<file path="src/rtl/mem_wb_pipe_reg.sv">
// mem_wb_pipe_reg: MEM/WB stage register with valid/ready handshake, optional skid entry,
// synchronous flush and a registered-head writeback-data mux.
module mem_wb_pipe_reg #(
    parameter int DATA_W  = 32,
    parameter int REG_W   = 5,
    parameter int SKID_EN = 1
) (
    input  logic              clk,
    input  logic              rstN,
    input  logic              inValid,
    output logic              inReady,
    input  logic [DATA_W-1:0] readData,
    input  logic [DATA_W-1:0] aluResult,
    input  logic [REG_W-1:0]  writeReg,
    input  logic              regWrite,
    input  logic              memToReg,
    input  logic              flush,
    output logic              outValid,
    input  logic              outReady,
    output logic [DATA_W-1:0] outReadData,
    output logic [DATA_W-1:0] outAluResult,
    output logic [REG_W-1:0]  outWriteReg,
    output logic              outRegWrite,
    output logic              outMemToReg,
    output logic [DATA_W-1:0] writeData
);
    typedef struct packed {
        logic [DATA_W-1:0] rd;
        logic [DATA_W-1:0] alu;
        logic [REG_W-1:0]  wr;
        logic              rw;
        logic              m2r;
    } entry_t;
    typedef enum logic [1:0] {EMPTY, ONE, FULL} state_t;
    state_t state, state_n;
    entry_t head, skid, in_entry;
    logic   in_xfer, out_xfer, ld_in, ld_skid, ld_from_skid;
    assign in_entry     = {readData, aluResult, writeReg, regWrite, memToReg};
    assign outValid     = state != EMPTY;
    // With the skid entry, inReady depends only on registered state.
    assign inReady      = (SKID_EN != 0) ? state != FULL : (!outValid || outReady);
    assign in_xfer      = inValid && inReady;
    assign out_xfer     = outValid && outReady;
    assign outReadData  = head.rd;
    assign outAluResult = head.alu;
    assign outWriteReg  = head.wr;
    assign outMemToReg  = head.m2r;
    assign outRegWrite  = head.rw && outValid;
    assign writeData    = head.m2r ? head.rd : head.alu;
    always_comb begin
        state_n      = state;
        ld_in        = 1'b0;
        ld_skid      = 1'b0;
        ld_from_skid = 1'b0;
        if (flush) state_n = EMPTY;
        else begin
            case (state)
                EMPTY: if (in_xfer) begin
                    state_n = ONE;
                    ld_in   = 1'b1;
                end
                ONE: begin
                    if (in_xfer && out_xfer) ld_in = 1'b1;
                    else if (in_xfer) begin
                        state_n = FULL;
                        ld_skid = 1'b1;
                    end else if (out_xfer) state_n = EMPTY;
                end
                FULL: if (out_xfer) begin
                    state_n      = ONE;
                    ld_from_skid = 1'b1;
                end
                default: state_n = EMPTY;
            endcase
        end
    end
    always_ff @(posedge clk or negedge rstN) begin
        if (!rstN) begin
            state <= EMPTY;
            head  <= '0;
            skid  <= '0;
        end else begin
            state <= state_n;
            if (flush) begin
                head.rw <= 1'b0;
                skid.rw <= 1'b0;
            end else begin
                if (ld_in) head <= in_entry;
                if (ld_from_skid) head <= skid;
                if (ld_skid) skid <= in_entry;
            end
        end
    end
endmodule

</file>
<file path="config.mk">
export PLATFORM = sky130hd
export DESIGN_NAME = mem_wb_pipe_reg
export DESIGN_NICKNAME = d
export VERILOG_FILES = /design/src/rtl/mem_wb_pipe_reg.sv
export SDC_FILE = /design/constraint.sdc
export NUM_CORES = 1
export LEC_CHECK = 0
export ABC_AREA = 1
export CAP_MARGIN = 20
export CORE_ASPECT_RATIO = 1.1
export CORE_MARGIN = 1
export CORE_UTILIZATION = 35
export CTS_CLUSTER_SIZE = 30
export DETAILED_ROUTE_END_ITERATION = 6
export GPL_TIMING_DRIVEN = 0
export PLACE_DENSITY_LB_ADDON = 0.1
export SYNTH_ARGS = -nofsm -noshare
export SYNTH_HDL_FRONTEND = slang
export SYNTH_SLANG_ARGS = --single-unit
export TNS_END_PERCENT = 10
</file>
<file path="constraint.sdc">
create_clock -name clk -period 1.4 [get_ports clk]
set_input_delay 0.21 -clock clk [delete_from_list [all_inputs] [get_ports clk]]
set_output_delay 0.21 -clock clk [all_outputs]
set_load 0.05 [all_outputs]
</file>
* After elaboration in Yosys (flattened, before gate mapping)
Index checks and enable logic that the tools add are counted.
Widths: inputs -> output; s select.
** Operators by class
- Equality and inequality tests :: 7
- Muxes and demuxes :: 23
- Bitwise logic cells :: 1
- Reductions and logical operators :: 12
** Operators by type and width (count)
- $mux 71 :: 2
- $mux 32 :: 1
- $mux 2 :: 7
- $mux 1 :: 11
- $ne 3x3->1 const B :: 3
- $pmux 2 s3 :: 1
- $reduce_bool 2->1 :: 3
- $logic_and 1x1->1 :: 4
- $ne 4x4->1 const B :: 1
- $reduce_and 2->1 :: 2
- $reduce_and 4->1 :: 1
- $reduce_bool 3->1 :: 1
- $eq 2x1->1 const B :: 1
- $eq 2x2->1 const B :: 1
- $logic_not 2->1 :: 1
- $ne 2x2->1 const B :: 1
- $pmux 1 s2 :: 1
- $not 1->1 :: 1
** Storage, ports and cells
- Register bits :: 144
- Input port bits :: 76
- Output and inout bits :: 105

* Logic depth before layout (Yosys ltp)
- Depth in word-level cells :: 9
- Gate-level depth with buffers :: 8

* Worst setup path before layout
OpenSTA, ideal clock, no wires.
- Kind :: register -> output
- From :: register head, in the netlist outMemToReg
- To :: output port writeData[10]
- Arrival :: 1.562 ns
- Data required time :: 1.190 ns
- Slack :: -0.372 ns
- Stages on the path, launching flop included :: 4
- Buffers on the path :: 2
- Path through :: dfrtp_1 clkbuf_1 buf_2 mux2_2
** Between the ends
- Word-level cells in the longest chain between the ends :: 1
** RTL lines
- from (decl) :: RTL line 36 : entry_t head, skid, in_entry;
- from (signal assigned) :: RTL line 88 : if (ld_in) head <= in_entry;
- from (signal assigned) :: RTL line 89 : if (ld_from_skid) head <= skid;
- $mux 32 :: RTL line 49 : assign writeData = head.m2r ? head.rd : head.alu;
- to (decl) :: RTL line 25 : output logic [DATA_W-1:0] writeData
No other way between the ends.

* Worst setup path after layout
- From :: register head, in the netlist outMemToReg
- To :: output port writeData[29]
Same word-level chain as after synthesis.

==> flow_metrics.py <==
metrics = {
    "run_status": {
        "outcome": "finished, violations left",
        "failed_checks": "negative setup slack",
    },
    "layout": {
        "fillers": 2071,
        "area_growth_pct": 41.4,
        "regArea_sq_um": 3610,
        "final_cell_mix": "435 x nand2_1, 141 x dfrtp_1, 132 x buf_4",
        "final_nets": 1251,
        "layout_commonest_cell": "nand2_1",
        "multi_input_area_sq_um": 2960,
        "layout-drive-gt1-share": 0.258,
    },
    "critical_path": {
        "max_stage_delay_ns": 0.42,
        "path_depth": 4,
        "cpMaxStageDelayCell": "dfrtp_2",
        "path_class": "reg -> out",
        "critPathLaunchType": "register",
        "regToRegStartpoint": "state[0]",
        "crit_required_ns": 1.19,
        "crit_path_end": "writeData[29]",
        "crit_path_end_kind": "output port",
        "cp.buffers_inverters": 3,
        "r2r_cells": 8,
        "reg2reg_to": "outReadData[17]",
        "crit_arrival_ns": 1.67,
        "path_cells": "clkbuf_16, buf_12, mux2_4, buf_6",
        "worstPathMaxFanout": 10,
        "startpoint": "outMemToReg",
        "cp_top_family": "buffers and inverters",
        "r2r_slack_ns": -0.18,
    },
    "power_and_ir_drop": {
        "finalPower_uw": 18200,
        "power_leakage_uw": 0.00576,
        "p_per_area_nw_per_um2": 1730,
        "irDropWorstVdd_uv": 1060,
    },
    "run": {
        "cap_violations": 0,
    },
    "sta": {
        "fin_tns_setup_ns": -30.73,
        "finalClockSkew_ns": 0.00828,
        "hold_violations": 0,
        "max_slew_margin": 0.612,
        "rsz0062_at_grt": "yes",
        "worst_slack_ns": -0.480,
        "whs_ns": 0.336,
        "period_minus_slack_ns": 1.88,
        "slew_violations": 0,
        "fmax_mhz": 532,
        "setup_viol": 176,
        "worst_slew_pin_slew_ns": 0.581,
        "fin_crit_sh": 1.34,
    },
    "synth": {
        "synth_mux_area_frac": 0.0484,
        "yosysTopAreaCell": "dfrtp_1",
        "yosysSeqAreaShare": 0.484,
        "synthXorXnorAreaFrac": 0,
        "synth_area_per_cell_sq_um": 7.67,
        "synth_top_family_by_area": "simple AND/OR/NAND/NOR gates",
        "syn_inst": 971,
        "synth_area_sq_um": 7450,
        "yosys.area_share.simple": 0.278,
        "synth_seq_cells": 144,
        "synth_area_leaders": "dfrtp_1 48%, nand2_1 22%, buf_4 7.0%, nand3_1 5.1%, mux2_2 4.8%",
        "syn_nets": 1047,
        "synthDominantCellAreaShare": 0.484,
        "synth_adder_area_share": 0,
        "synth-compound-area-share": 0.0494,
        "synth_cell_type_count": 18,
        "yosysWarningCount": 0,
    },
    "die": {
        "die_area_sq_um": 21900,
        "rows": 55,
        "io_pins": 181,
        "die_h_um": 155,
        "initial_core_util": 0.360,
        "dieWidth_um": 141,
        "core_sq_um": 20700,
    },
    "grt": {
        "grt_pass1_wl_um": 34400,
        "antenna_found_initial": 1,
        "grt.total_usage": 0.206,
        "grt_pass1_vias": 6389,
        "grt_max_degree": 86,
        "overflow": 0,
    },
    "routing": {
        "drc": 0,
        "drtAntennaViolNets": 0,
        "wl_per_cell_um": 14.7,
        "drt-total-wl_um": 21600,
        "drt_pass1_iterations": 5,
        "routed_via_density": 4.50,
        "via_count": 6635,
        "first_iter_violations": 302,
    },
    "place": {
        "gp_congestion": 0.798,
        "pre_cts_slack_ns": -0.898,
        "numPortBuffers": 180,
        "hpwlAfterDp_um": 14900,
    },
    "clocking": {
        "cts-root-buf": "clkbuf_16",
        "clock_latency_ns": 0.43,
        "cts.reportedPaths.clkPinSlew_ns": 0.07,
        "clockBufferDepth": 2,
        "numCtsBuffers": 17,
        "cts_tree": "built",
        "cts_max_level": 4,
        "cts_sinks": 144,
    },
    "worst_hold_path": {
        "min_path_type": "in -> async",
    },
}
==> layout make-up <==
| type | count | area share |
|---|---|---|
| well taps | 285 | 0.0338 |
| multi-input cells | 626 | 0.281 |
| plain buffers | 123 | 0.0894 |
| clock buffers | 19 | 0.0420 |
| inverters | 78 | 0.0280 |
| repair buffers | 185 | 0.173 |
| diodes | 1 | 0.000238 |
| clock inverters | 13 | 0.00998 |
| flip-flops and latches | 144 | 0.342 |
==> logic make-up (layout without fill, tap and decap cells) <==
kind of cell	Yosys count	count (layout)
compound gates	73	73
buf+inv	201	418
flops	144	144
mux	32	32
other cells	0	1
simple gates	521	521
==> flip-flops by register name, summed over array words and instances, names as in the netlist <==
name          cells
head              1
outWriteReg       5
skid             71
outReadData      32
outMemToReg       1
outAluResult     32
state             2
==> metal layers <==
metal / share of wire / wire length (um) / vias to the layer above / GRT usage
met5: 0 / 0 / - / 0
met4: 0.016 / 345 / 0 / 0.0714
met3: 0.042 / 905 / 22 / 0.0400
met2: 0.49 / 10500 / 152 / 0.341
met1: 0.46 / 9850 / 3111 / 0.269
li1: - / - / 3350 / -
==> metrics by stage <==
step,utilization,cell area (sq um),instances
after floorplan,-,7600,971
after global placement,0.471,9760,1436
after detailed placement,0.473,9790,1437
after CTS,0.506,10500,1473
after global routing,0.509,10500,1474
final,0.509,10500,1474
==> report_power, final <==
group | switching, uW | internal, uW
clock | 1930 | 2340
combinational | 4580 | 3230
sequential | 796 | 5340
==> repair_timing <==
| action | 4_1_cts | 5_1_grt |
|---|---|---|
| hold endpoints to repair | 59 | 0 |
| hold buffers | 1 | 0 |
| gates cloned | 1 | 0 |
| endpoints found under the setup margin | 249 | 191 |
| pin swaps | 1 | 0 |
| resized for setup | 441 | 20 |
| setup buffers | 2 | 0 |
==> Yosys cell counts <==
library cell,instances
clkbuf_1,22
nor2_1,1
dfrtp_1,144
nand4_1,2
buf_4,69
o21ai_0,1
buf_1,3
inv_1,75
nand3_1,76
mux2_2,32
nand2_1,439
nand3_2,1
buf_2,29
nor2_2,2
o21ai_1,70
o21a_1,1
a21oi_1,1
inv_2,3
==> how the worst min path moves through the flow <==
| stage | endpoint | cells past startpoint |
|---|---|---|
| floorplan | head[1] | 0 |
| global placement | outWriteReg[4] | 2 |
| detailed placement | outAluResult[11] | 1 |
| CTS | skid[68] | 3 |
| global route | skid[18] | 3 |
| finish | outAluResult[10] | 2 |
Note: power is estimated with default switching activity, not from simulation.
